===== src/rtl/proc_control_fsm_if.sv =====
// Control bundle between the instruction sequencer and the datapath.
// Handshake: run is sampled only while busy=0; done pulses for one cycle when an instruction ends.
interface proc_control_fsm_if #(
  parameter int DATA_W = 16,
  parameter int NREG   = 8
);
  logic              run;
  logic [DATA_W-1:0] din;
  logic [2:0]        rout;
  logic              gout;
  logic              din_enable;
  logic [NREG-1:0]   rin;
  logic              ain;
  logic              gin;
  logic [1:0]        alu_op;
  logic              done;
  logic              busy;
  logic [DATA_W-1:0] ir;
  logic [1:0]        state;

  modport master (
    input  run, din,
    output rout, gout, din_enable, rin, ain, gin, alu_op, done, busy, ir, state
  );

  modport slave (
    output run, din,
    input  rout, gout, din_enable, rin, ain, gin, alu_op, done, busy, ir, state
  );
endinterface


===== src/rtl/proc_control_fsm.sv =====
// Instruction sequencer: latches an instruction into ir and steps the datapath
// select and load strobes through one to three execute cycles.
module proc_control_fsm #(
  parameter int DATA_W = 16,
  parameter int NREG   = 8
) (
  input logic                clk,
  input logic                rst_n,
  proc_control_fsm_if.master bus
);

  typedef enum logic [1:0] {S_IDLE = 2'd0, S_T1 = 2'd1, S_T2 = 2'd2, S_T3 = 2'd3} state_t;

  state_t            state;
  logic [DATA_W-1:0] ir_q;
  logic [2:0]        opcode, rx, ry;
  logic              is_alu;
  logic [1:0]        alu_sel;
  logic [NREG-1:0]   rx_onehot;

  logic [2:0]        rout;
  logic              gout, din_enable, ain, gin, done, busy;
  logic [NREG-1:0]   rin;
  logic [1:0]        alu_op;

  assign opcode    = ir_q[DATA_W-1 -: 3];
  assign rx        = ir_q[DATA_W-4 -: 3];
  assign ry        = ir_q[DATA_W-7 -: 3];
  assign is_alu    = (opcode == 3'b010) || (opcode == 3'b011) || (opcode == 3'b100);
  assign rx_onehot = NREG'(1) << rx;

  always_comb begin
    case (opcode)
      3'b011:  alu_sel = 2'b01;
      3'b100:  alu_sel = 2'b10;
      default: alu_sel = 2'b00;
    endcase
  end

  always_ff @(posedge clk or negedge rst_n) begin
    if (!rst_n) begin
      state <= S_IDLE;
      ir_q  <= '0;
    end else begin
      case (state)
        S_IDLE: begin
          if (bus.run) begin
            ir_q  <= bus.din;
            state <= S_T1;
          end
        end
        S_T1:    state <= is_alu ? S_T2 : S_IDLE;
        S_T2:    state <= S_T3;
        S_T3:    state <= S_IDLE;
        default: state <= S_IDLE;
      endcase
    end
  end

  // Strobes decode straight from state/ir so an async reset clears them in the same cycle.
  always_comb begin
    rout       = 3'd0;
    gout       = 1'b0;
    din_enable = 1'b0;
    rin        = '0;
    ain        = 1'b0;
    gin        = 1'b0;
    alu_op     = 2'b00;
    done       = 1'b0;
    busy       = 1'b0;
    case (state)
      S_T1: begin
        busy = 1'b1;
        case (opcode)
          3'b000: begin
            rout = ry;
            rin  = rx_onehot;
            done = 1'b1;
          end
          3'b001: begin
            din_enable = 1'b1;
            rin        = rx_onehot;
            done       = 1'b1;
          end
          3'b010, 3'b011, 3'b100: begin
            rout = rx;
            ain  = 1'b1;
          end
          default: done = 1'b1;
        endcase
      end
      S_T2: begin
        busy   = 1'b1;
        rout   = ry;
        gin    = 1'b1;
        alu_op = alu_sel;
      end
      S_T3: begin
        busy   = 1'b1;
        gout   = 1'b1;
        rin    = rx_onehot;
        alu_op = alu_sel;
        done   = 1'b1;
      end
      default: ;
    endcase
  end

  assign bus.rout       = rout;
  assign bus.gout       = gout;
  assign bus.din_enable = din_enable;
  assign bus.rin        = rin;
  assign bus.ain        = ain;
  assign bus.gin        = gin;
  assign bus.alu_op     = alu_op;
  assign bus.done       = done;
  assign bus.busy       = busy;
  assign bus.ir         = ir_q;
  assign bus.state      = state;

endmodule

===== src/flat_wrapper.sv =====
// flat-port wrapper written by rule: the top's interface ports become plain ports
module proc_control_fsm_flat 
#(
  parameter int DATA_W = 16,
  parameter int NREG   = 8
)
  (clk, rst_n, bus_run, bus_din, bus_rout, bus_gout, bus_din_enable, bus_rin, bus_ain, bus_gin, bus_alu_op, bus_done, bus_busy, bus_ir, bus_state);
  proc_control_fsm_if #(.DATA_W(DATA_W), .NREG(NREG)) bus_i ();
  input logic clk;
  input logic rst_n;
  input wire logic [$bits(bus_i.run)-1:0] bus_run;
  input wire logic [$bits(bus_i.din)-1:0] bus_din;
  output wire logic [$bits(bus_i.rout)-1:0] bus_rout;
  output wire logic [$bits(bus_i.gout)-1:0] bus_gout;
  output wire logic [$bits(bus_i.din_enable)-1:0] bus_din_enable;
  output wire logic [$bits(bus_i.rin)-1:0] bus_rin;
  output wire logic [$bits(bus_i.ain)-1:0] bus_ain;
  output wire logic [$bits(bus_i.gin)-1:0] bus_gin;
  output wire logic [$bits(bus_i.alu_op)-1:0] bus_alu_op;
  output wire logic [$bits(bus_i.done)-1:0] bus_done;
  output wire logic [$bits(bus_i.busy)-1:0] bus_busy;
  output wire logic [$bits(bus_i.ir)-1:0] bus_ir;
  output wire logic [$bits(bus_i.state)-1:0] bus_state;
  assign bus_i.run = bus_run;
  assign bus_i.din = bus_din;
  assign bus_rout = bus_i.rout;
  assign bus_gout = bus_i.gout;
  assign bus_din_enable = bus_i.din_enable;
  assign bus_rin = bus_i.rin;
  assign bus_ain = bus_i.ain;
  assign bus_gin = bus_i.gin;
  assign bus_alu_op = bus_i.alu_op;
  assign bus_done = bus_i.done;
  assign bus_busy = bus_i.busy;
  assign bus_ir = bus_i.ir;
  assign bus_state = bus_i.state;
  proc_control_fsm #(.DATA_W(DATA_W), .NREG(NREG)) u_core (.clk(clk), .rst_n(rst_n), .bus(bus_i));
endmodule

===== config.mk =====
export PLATFORM = sky130hd
export DESIGN_NAME = proc_control_fsm_flat
export DESIGN_NICKNAME = d
export VERILOG_FILES = /design/src/rtl/proc_control_fsm_if.sv /design/src/rtl/proc_control_fsm.sv /design/src/flat_wrapper.sv
export SDC_FILE = /design/constraint.sdc
export NUM_CORES = 1
export LEC_CHECK = 0
export ABC_AREA = 0
export CAP_MARGIN = 10
export CELL_PAD_IN_SITES_DETAIL_PLACEMENT = 1
export CELL_PAD_IN_SITES_GLOBAL_PLACEMENT = 1
export CORE_ASPECT_RATIO = 1.75
export CORE_MARGIN = 1.5
export CORE_UTILIZATION = 29
export DETAILED_ROUTE_END_ITERATION = 16
export GPL_TIMING_DRIVEN = 0
export HOLD_SLACK_MARGIN = 0.06
export PLACE_DENSITY_LB_ADDON = 0.1
export SLEW_MARGIN = 25
export SYNTH_ARGS = -nofsm -noshare
export SYNTH_HDL_FRONTEND = slang
export SYNTH_SLANG_ARGS = --single-unit

===== constraint.sdc =====
create_clock -name clk -period 2.3 [get_ports clk]
set_input_delay 0.23 -clock clk [delete_from_list [all_inputs] [get_ports clk]]
set_output_delay 0.23 -clock clk [all_outputs]
set_load 0.02 [all_outputs]

# Word level (Yosys, flattened, before mapping)
# Cells that the tools add are included.
[word_totals]
elab_cells = 38
n_memories = 0
out_inout_bits = 37
inputBits = 19
ramBits = 0
latchBits = 0
register_bits = 18
romBits = 0
[op_classes]
mux = 18
order_cmp = 0
div = 0
add_sub_neg = 0
shifts = 1
multipliers = 0
n_reduce_logical = 9
eq_ne = 8
bitwise_logic = 0
[op_table]
columns = ["operator", "n"]
rows = [
  ["$pmux W8 S2", 1],
  ["$pmux W3 S2", 2],
  ["$mux W1", 8],
  ["$mux W8", 1],
  ["$pmux W2 S4", 1],
  ["$shl A1 B3 Y8 const A", 1],
  ["$eq A3 B2 Y1 const B", 2],
  ["$mux W2", 3],
  ["$reduce_or A3 Y1", 2],
  ["$eq A2 B2 Y1 const B", 2],
  ["$pmux W2 S2", 1],
  ["$reduce_or A2 Y1", 2],
  ["$eq A3 B1 Y1 const B", 1],
  ["$eq A3 B3 Y1 const B", 1],
  ["$logic_not A3 Y1", 1],
  ["$eq A2 B1 Y1 const B", 1],
  ["$logic_not A2 Y1", 1],
  ["$logic_or A1 B1 Y1", 2],
  ["$ne A2 B2 Y1 const B", 1],
  ["$pmux W1 S2", 1],
  ["$reduce_and A2 Y1", 1],
]

# Depth between registers and ports, before layout
# Gate-level depths: netlist of run 1.
[logic_depth]
depth_word = 5
depth_mapped = 5
ltp_nobuf = 5

# Worst setup path after synthesis of run 1
# OpenSTA, ideal clock, no wires.
[synth_timing]
path_kind = "reg-to-output"
start = "register with a tool-made name"
end = "output bus_rin[1]"
required_ns = 2.070
path_stages_with_launch = 6
path_slack_ns = 0.370
path_buffers = 0
t_arrival_ns = 1.700
path_cell_list = "dfrtp_1 inv_1 ha_1 nor3b_1 o21ai_0 nor3_1"
[synth_lines]
columns = ["item", "line", "source"]
rows = [
  ["to (decl)", "flat_wrapper.sv:16", "output wire logic [$bits(bus_i.rin)-1:0] bus_rin;"],
]

# Final worst setup path of run 1
[layout_timing]
start = "register u_core.ir_q[14] (netlist: u_core.bus.ir[14])"
end = "output bus_done"
[layout_between]
elab_chain_len = 4
elab_cells_between_ends = 6
classes_between = "eq/ne (3); mux (2); reduce/logical (1)"
[layout_lines]
columns = ["item", "line", "source"]
rows = [
  ["from (decl)", "proc_control_fsm.sv:15", "logic [DATA_W-1:0] ir_q;"],
  ["from (signal assigned)", "proc_control_fsm.sv:48", "ir_q <= bus.din;"],
  ["$eq A3 B3 Y1 or $eq A3 B2 Y1 (tied branches)", "proc_control_fsm.sv:74", "case (opcode)"],
  ["$reduce_or A3 Y1 (*)", "proc_control_fsm.sv:74", ""],
  ["$mux W1 (*)", "proc_control_fsm.sv:74", ""],
  ["$pmux W1 S2 (*)", "proc_control_fsm.sv:71", "case (state)"],
  ["to (decl)", "flat_wrapper.sv:20", "output wire logic [$bits(bus_i.done)-1:0] bus_done;"],
]
# Mark *: on every way between the ends. The rest lies on a longest branch, timed or not.

==> reports/qor.yml, run 1 <==
global_route:
  overflow: 0
  grt_pass1_vias: 873
  grt_use_total_pct: 15.0
  grt_pass1_wl_um: 3950
  grt_max_degree: 19
  antenna_found_initial: 0
finish:
  fin_area_um2: 1600
  finalNetCount: 160
  drive_gt1_share_pct: 23.0
  final_cells: 178
  area_delta_synth_final_pct: 72.3
  antenna_cells: 0
  fill_cells: 364
  ff_latch_area_um2: 452
  multi_input_area_um2: 480
timing:
  setup_viol: 0
  rsz0062_at_grt: "no"
  final_hold_viol_count: 0
  fmax_ghz: 0.457
  tns_ns: 0
  post-route-min-period_ns: 2.19
  tightestPinTransition_ns: 0.805
  slew_violations: 0
  finClkSkew_ns: 0.00259
  slew_headroom_pct: 46.1
  setup_slack_ns: 0.112
  finalCritPeriodShare_pct: 95.1
synthesis:
  synth.distinct_cells: 21
  syn_avg_cell_area_um2: 12.2
  syn-num-nets: 100
  syn_inst: 76
  yosysTopAreaCell: "dfrtp_1"
  ys_ff_latch: 18
  ys_seq_area_share_pct: 48.5
  syn-cell-area_um2: 930
  synthTopCellsByArea: "dfrtp_1, mux2_2, ha_1"
  synth_top_area_share_pct: 48.5
  synth_warnings: 0
critical_path:
  crit_start: "u_core.bus.ir[14]"
  cp_max_fo: 6
  r2r_cells: 5
  startpoint_type: "flop"
  arrival_ns: 1.96
  timing.rr.start: "u_core.bus.state[0]"
  crit_type: "reg2out"
  cp-end-kind: "output pin"
  cp.required_ns: 2.07
power_and_ir_drop:
  powerDensity_nw_per_um2: 1420
  leakage_uw: 0.000761
  ir_drop_v: 0.000705
clocking:
  clk_latency_ns: 0.25
  clkSinkCount: 18
  clk_pin_slew_ns: 0.06
  cts_resized: 14
  htreeDepth: 1
  cts_tree: "built"
  cts_root_buffer: "clkbuf_8"
  clock_path_buffers: 2
  cts_buffers: 3
  cts_setup_buffers: 0
  postCtsHoldBufs: 0
floorplan:
  initial_core_util_pct: 29.9
  io_pins: 56
  core_area_um2: 3110
  rows: 27
  die_w_um: 45.8
  fp.dieH_um: 77.9
  die-area_um2: 3570
drt:
  drt-wirelength-per-cell_um: 13.3
  dr.pass1.iters: 2
  drc_errors: 0
  dr.first_iter.drc_count: 6
  antenna_left: 0
  vias: 810
  totalWireLength_um: 2370
  viasPerCell: 4.55
worst_hold_path:
  hold_class: "in2async"
placed_design:
  placed_area_um2: 1530
  io_buffer_count: 55
  dp_slack_ns: -0.0477
  place_inst: 174
  gp_congestion: 0.637
  hpwl_um: 1910
flow_run:
  drv_cap: 0
status:
  status: "finished clean"
==> cell usage in the layout, fill, tap and decap left out, types with 2 or more instances in the layout <==
cell type        count
clkbuf_8             4
dlymetal6s2s_1       3
nand2b_1             3
a32o_2               3
nor2_1               9
dlygate4sd2_1       11
clkdlybuf4s50_1     41
nand2_1              2
dfrtp_1             17
nor3_1               3
mux2_2              17
inv_1                3
ha_1                 5
==> logic make-up (layout without fill, tap and decap cells) <==
family | count (synthesis) | in the layout | synth area share, %
flip-flops | 18 | 18 | 48.5
buffers and inverters | 4 | 63 | 1.75
AND/OR/NAND/NOR | 23 | 23 | 13.2
adder cells (fa/ha/maj) | 5 | 5 | 6.73
multiplexers | 17 | 17 | 20.6
AO/OA/AOI/OAI | 9 | 9 | 9.29
==> critical path, cell delays in order, from the launching register on <==
cell	delay [ns]
dfrtp_1	0.47
or3b_4	0.46
a31o_2	0.26
clkdlybuf4s50_1	0.53
==> power breakdown <==
part	switching (uW)	internal [uW]	leakage [uW]
combinational	660	716	0.000520
clock	103	152	0.0000288
sequential	172	479	0.000212
total	934	1350	0.000761
==> worst paths after layout <==
check,endpoint,slack (ns)
min,u_core.bus.ir[4],0.44
max,bus_done,0.11
max reg2reg,u_core.bus.ir[12],0.53
min in group clk,u_core.bus.ir[2],0.51
max in group asynchronous,u_core.bus.ir[15],1.31
min reg2reg,u_core.bus.ir[2],0.51
==> cells in the mapped netlist <==
| library cell | n |
|---|---|
| o21a_1 | 1 |
| nand2_1 | 2 |
| mux2_2 | 17 |
| nor4b_1 | 1 |
| dfrtp_1 | 18 |
| buf_2 | 1 |
| nor3_1 | 3 |
| a32o_2 | 3 |
| nor2b_1 | 1 |
| nand2b_1 | 3 |
| o21bai_1 | 1 |
| inv_1 | 3 |
| or3b_4 | 1 |
| a31o_2 | 1 |
| a21oi_1 | 1 |
| ha_1 | 5 |
| a21boi_4 | 1 |
| nor3b_1 | 2 |
| o21ai_0 | 1 |
| nor2_1 | 9 |
| and2_1 | 1 |
==> metal layers <==
layer	share of wire, %	track usage [%]
met1	37	16.2
met2	55	26.3
met3	6.7	3.49
met4	1.8	6.00
met5	0	0
==> stage by stage <==
step | hold slack, ns | total power (uW) | utilization, %
3_5_place_dp | 0.498 | 2060 | 49.4
3_3_place_gp | 0.490 | 2020 | 49.4
6_report | 0.443 | 2280 | 51.5
5_1_grt | 0.514 | 2440 | 51.5
4_1_cts | 0.478 | 2310 | 51.0
2_1_floorplan | -0.0656 | 1400 | -
==> registers in the layout, summed over array words and instances (netlist names), named ones only <==
register / flops
u_core.bus.state: 1
u_core.bus.ir: 16
==> final cells by class <==
class                           instances  share of cell area [%]
Buffer                                  1                   0.312
Clock buffer                            4                    3.44
Inverter                                3                   0.703
Multi-Input combinational cell         54                    30.0
Sequential cell                        18                    28.2
Tap cell                               43                    3.36
Timing Repair Buffer                   55                    34.0
Note: power is estimated with default switching activity, not from simulation.
==> run 2, diff against run 1 <==
--- a/config.mk
+++ b/config.mk
@@ -16,6 +16,7 @@
 export GPL_TIMING_DRIVEN = 0
 export HOLD_SLACK_MARGIN = 0.06
 export PLACE_DENSITY_LB_ADDON = 0.1
+export SETUP_SLACK_MARGIN = 0.5
 export SLEW_MARGIN = 25
 export SYNTH_ARGS = -nofsm -noshare
 export SYNTH_HDL_FRONTEND = slang
==> reports/qor.yml, run 2 (synthesis results as in run 1) <==
status:
  status: "finished clean"
clocking:
  clk_pin_slew_ns: 0.07
  cts_buffers: 3
  htreeDepth: 1
  clk_latency_ns: 0.25
  cts_tree: "built"
  cts_root_buffer: "clkbuf_8"
  clkSinkCount: 18
  postCtsHoldBufs: 0
  clock_path_buffers: 2
floorplan:
  rows: 27
  core_area_um2: 3110
  io_pins: 56
  fp.dieH_um: 77.9
  die-area_um2: 3570
  die_w_um: 45.8
  initial_core_util_pct: 29.9
drt:
  dr.pass1.iters: 4
  met2WireLength_um: 1540
  dr.first_iter.drc_count: 6
  totalWireLength_um: 2660
  antenna_left: 0
  drt-wirelength-per-cell_um: 14.2
  drc_errors: 0
  wl_met1_um: 961
  wl_met3_um: 143
  viasPerCell: 4.58
  vias: 857
  topRoutingLayerUsed: "met4"
timing:
  finalCritPeriodShare_pct: 84.5
  tightestPinTransition_ns: 0.832
  final_hold_viol_count: 0
  post-route-min-period_ns: 1.94
  rsz0062_at_grt: "yes"
  setup_slack_ns: 0.358
  fmax_ghz: 0.515
  finClkSkew_ns: 0.00615
  slew_violations: 0
  setup_viol: 0
  hold_ws_ns: 0.452
  slew_headroom_pct: 44.4
worst_hold_path:
  hold_class: "in2async"
critical_path:
  arrival_ns: 1.71
  regToRegEndpoint: "u_core.bus.ir[12]"
  rrSetupSlack_ns: 0.59
  cp.required_ns: 2.07
  crit_type: "reg2out"
  startpoint_type: "flop"
  crit_start: "u_core.bus.ir[14]"
  cp_max_fo: 5
  cp-end-kind: "output pin"
  setup.worst_path.end: "bus_rout[1]"
  r2r_cells: 6
global_route:
  grt_max_degree: 19
  grt_use_total_pct: 16.1
  grt_pass1_wl_um: 4310
  overflow: 0
  grt_pass1_vias: 935
  antenna_found_initial: 0
finish:
  drive_gt1_share_pct: 48.6
  finalNetCount: 170
  largest_reg_flops: 16
  area_delta_synth_final_pct: 84.3
  final_cell_mix: "clkdlybuf4s50_1, mux2_2, buf_4, dfrtp_1, nor2_1"
  layout_commonest_cell: "clkdlybuf4s50_1"
  antenna_cells: 0
power_and_ir_drop:
  powerDensity_nw_per_um2: 1440
  ir_drop_v: 0.000731
  leakage_uw: 0.000749
  total_power_uw: 2470
placed_design:
  gp_congestion: 0.702
  io_buffer_count: 55
  dp_slack_ns: -0.0821
  hpwl_um: 1980
flow_run:
  drv_cap: 0
[run 2: what timing repair did]
action / 4_1_cts / 5_1_grt
pin swaps: 5 / 10
gates resized for setup: 88 / 10
setup endpoints to repair: 20 / 24
buffers inserted: 8 / 2
endpoints found under the hold margin: 0 / 0
[run 2: through the flow]
step	TNS (ns)	cell area, um2	util [%]	instances
final	0	1710	55.1	187
after CTS	0	1690	54.3	185
after global routing	0	1710	55.1	187
after detailed placement	-0.206	1550	49.8	174
after floorplan	0	945	-	76
after global placement	-0.0333	1550	49.8	174
[run 2: report_power, final]
part	leakage, uW	internal [uW]	switching (uW)
clock network	0.0000216	116	103
logic	0.000518	855	765
registers	0.000209	483	152
[run 2: area by class of cell]
| type | count | area, um2 |
|---|---|---|
| buffer | 1 | 7.51 |
| clock buffer | 3 | 41.3 |
| fill | 342 | 1400 |
| inverter | 3 | 11.3 |
| multi-input combinational | 54 | 543 |
| sequential | 18 | 455 |
| tap | 43 | 53.8 |
| timing repair buffer | 65 | 601 |
[run 2: critical path, cell delays in order, from the launching register on]
cell      delay (ns)
dfrtp_2         0.42
or3b_4          0.42
a21boi_4        0.23
buf_6           0.12
a32o_2          0.16
buf_6           0.11
[run 2: how the worst min path moves through the flow]
stage	endpoint	slack, ns	cells after the start
floorplan	asynchronous set/reset pin	-0.07	0
detailed placement	u_core.bus.ir[0]	0.50	1
global placement	u_core.bus.ir[2]	0.49	1
global route	u_core.bus.ir[5]	0.53	1
finish	u_core.bus.ir[5]	0.45	1
CTS	u_core.bus.ir[5]	0.48	1
[run 2: routing by layer]
| layer | vias to the layer above | GRT usage, % |
|---|---|---|
| li1 | 403 | - |
| met1 | 419 | 17.7 |
| met2 | 33 | 29.0 |
| met3 | 2 | 2.33 |
| met4 | 0 | 6.00 |
| met5 | - | 0 |
==> run 3, diff against run 2 <==
--- a/config.mk
+++ b/config.mk
@@ -11,7 +11,7 @@
 export CELL_PAD_IN_SITES_GLOBAL_PLACEMENT = 1
 export CORE_ASPECT_RATIO = 1.75
 export CORE_MARGIN = 1.5
-export CORE_UTILIZATION = 29
+export CORE_UTILIZATION = 24
 export DETAILED_ROUTE_END_ITERATION = 16
 export GPL_TIMING_DRIVEN = 0
 export HOLD_SLACK_MARGIN = 0.06
==> constraint.sdc (replaced) <==
create_clock -name clk -period 1.7 [get_ports clk]
set_input_delay 0.17 -clock clk [delete_from_list [all_inputs] [get_ports clk]]
set_output_delay 0.17 -clock clk [all_outputs]
set_load 0.02 [all_outputs]
==> reports/qor.yml, run 3 (synthesis results as in run 1) <==
clocking:
  clock_path_buffers: 2
  htreeDepth: 1
  clkSinkCount: 18
  cts_root_buffer: "clkbuf_8"
  cts_buffers: 3
  cts_tree: "built"
  postCtsHoldBufs: 0
  clk_pin_slew_ns: 0.07
  clk_latency_ns: 0.25
critical_path:
  slowest_stage: "dfrtp_2"
  crit_type: "reg2out"
  cp-end-kind: "output pin"
  crit_top_cell: "buf_6"
  cp.required_ns: 1.53
  path_cells: "ha_4, buf_4, buf_6, a21boi_4, a32o_2, buf_6"
  cp_slowest_stage_delay_ns: 0.45
  arrival_ns: 1.68
  cp_max_fo: 5
  startpoint_type: "flop"
worst_hold_path:
  hold_class: "in2async"
timing:
  slew_headroom_pct: 44.8
  finalCritPeriodShare_pct: 109
  tightestPinTransition_ns: 0.825
  tns_ns: -1.33
  slew_violations: 0
  rsz0062_at_grt: "yes"
  hold_ws_ns: 0.392
  setup_viol: 14
  final_hold_viol_count: 0
  fmax_ghz: 0.541
  setup_slack_ns: -0.149
  finClkSkew_ns: 0.00106
  post-route-min-period_ns: 1.85
global_route:
  grt_pass1_vias: 995
  grt_max_degree: 19
  overflow: 0
  grt_use_total_pct: 15.4
  grt_pass1_wl_um: 4980
  antenna_found_initial: 0
floorplan:
  die-area_um2: 4270
  die_w_um: 50.0
  fp.dieH_um: 85.3
  core_area_um2: 3660
  io_pins: 56
  rows: 29
  initial_core_util_pct: 25.4
finish:
  area_delta_synth_final_pct: 127
  finalNetCount: 187
  drive_gt1_share_pct: 71.6
  final_cell_mix: "buf_4, buf_6, clkdlybuf4s50_1, mux2_4"
  layout_commonest_cell: "buf_4"
  largest_reg_flops: 16
  final_util_pct: 57.5
  fill_cells: 373
  antenna_cells: 0
  final_cells: 208
power_and_ir_drop:
  total_power_uw: 4080
  powerDensity_nw_per_um2: 1940
  ir_drop_v: 0.000923
  leakage_uw: 0.000963
drt:
  vias: 951
  antenna_left: 0
  totalWireLength_um: 3170
  drc_errors: 0
  dr.pass1.iters: 4
  viasPerCell: 4.57
  dr.first_iter.drc_count: 7
  drt-wirelength-per-cell_um: 15.2
flow_run:
  drv_cap: 0
placed_design:
  place_inst: 177
  hpwl_um: 1990
  io_buffer_count: 55
  gp_congestion: 0.628
status:
  violations: "setup timing"
  status: "complete, but fails checks"
run 3: changes by cell type in the layout (fill, tap and decap cells not counted), moves of 4 or more:
cell / previous run / this run
buf_4: 16 / 24
nor2_1: 8 / 2
buf_6: 4 / 23
dlygate4sd2_1: 4 / 10
mux2_2: 17 / 2
nor2_4: 0 / 5
clkdlybuf4s50_1: 36 / 18
mux2_4: 0 / 15
dfrtp_1: 14 / 10
dfrtp_2: 4 / 8
run 3: per-layer routing:
layer	GRT usage, %	part of all wire [%]
met3	2.64	5.5
met2	27.5	58
met1	16.9	35
met4	7.58	1.2
met5	0	0
run 3: where the power goes:
group / switching, uW / total, uW / internal [uW] / leakage [uW]
Clock: 137 / 304 / 166 / 0.0000228
Sequential: 208 / 872 / 663 / 0.000205
Combinational: 1340 / 2910 / 1570 / 0.000736
run 3: worst paths after layout:
kind / slack [ns] / from / cells past startpoint / end
setup / recovery: -0.15 / u_core.bus.state[0] / 6 / bus_rout[1]
setup reg to reg: 0.19 / flop / 7 / u_core.bus.ir[8]
hold reg to reg: 0.51 / u_core.bus.ir[0] / 1 / u_core.bus.ir[0]
min in group clk: 0.51 / u_core.bus.ir[0] / 1 / u_core.bus.ir[0]
hold / removal: 0.39 / rst_n / 1 / u_core.bus.ir[6]
max in group asynchronous: 0.74 / rst_n / 1 / u_core.bus.ir[10]
run 3: cell type report:
type / instances / area, um2 / area share [%]
timing repair buffer: 82 / 781 / 37.1
tap: 46 / 57.6 / 2.73
clock buffer: 4 / 45.0 / 2.14
buffer: 1 / 15.0 / 0.713
sequential: 18 / 460 / 21.9
multi-input combinational: 54 / 732 / 34.7
inverter: 3 / 16.3 / 0.772
run 3: critical path: cells and delay by family, from the launching register on:
family	cells	cell delay, ns
adder cells (fa/ha/maj)	1	0.18
AO/OA/AOI/OAI	2	0.43
flip-flops	1	0.45
buffers and inverters	3	0.37
run 3: stage by stage:
stage	setup WS, ns	area, um2
2_1_floorplan	0.111	1110
3_3_place_gp	-0.405	1720
3_5_place_dp	-0.438	1720
4_1_cts	-0.133	2010
5_1_grt	-0.221	2110
6_report	-0.149	2110
run 3: what timing repair did:
| action | 4_1_cts | 5_1_grt |
|---|---|---|
| gates resized for setup | 176 | 16 |
| pin swaps | 16 | 6 |
| hold endpoints to repair | 0 | 0 |
| setup endpoints to repair | 55 | 42 |
| cloned | 1 | 0 |
| setup buffers | 19 | 7 |
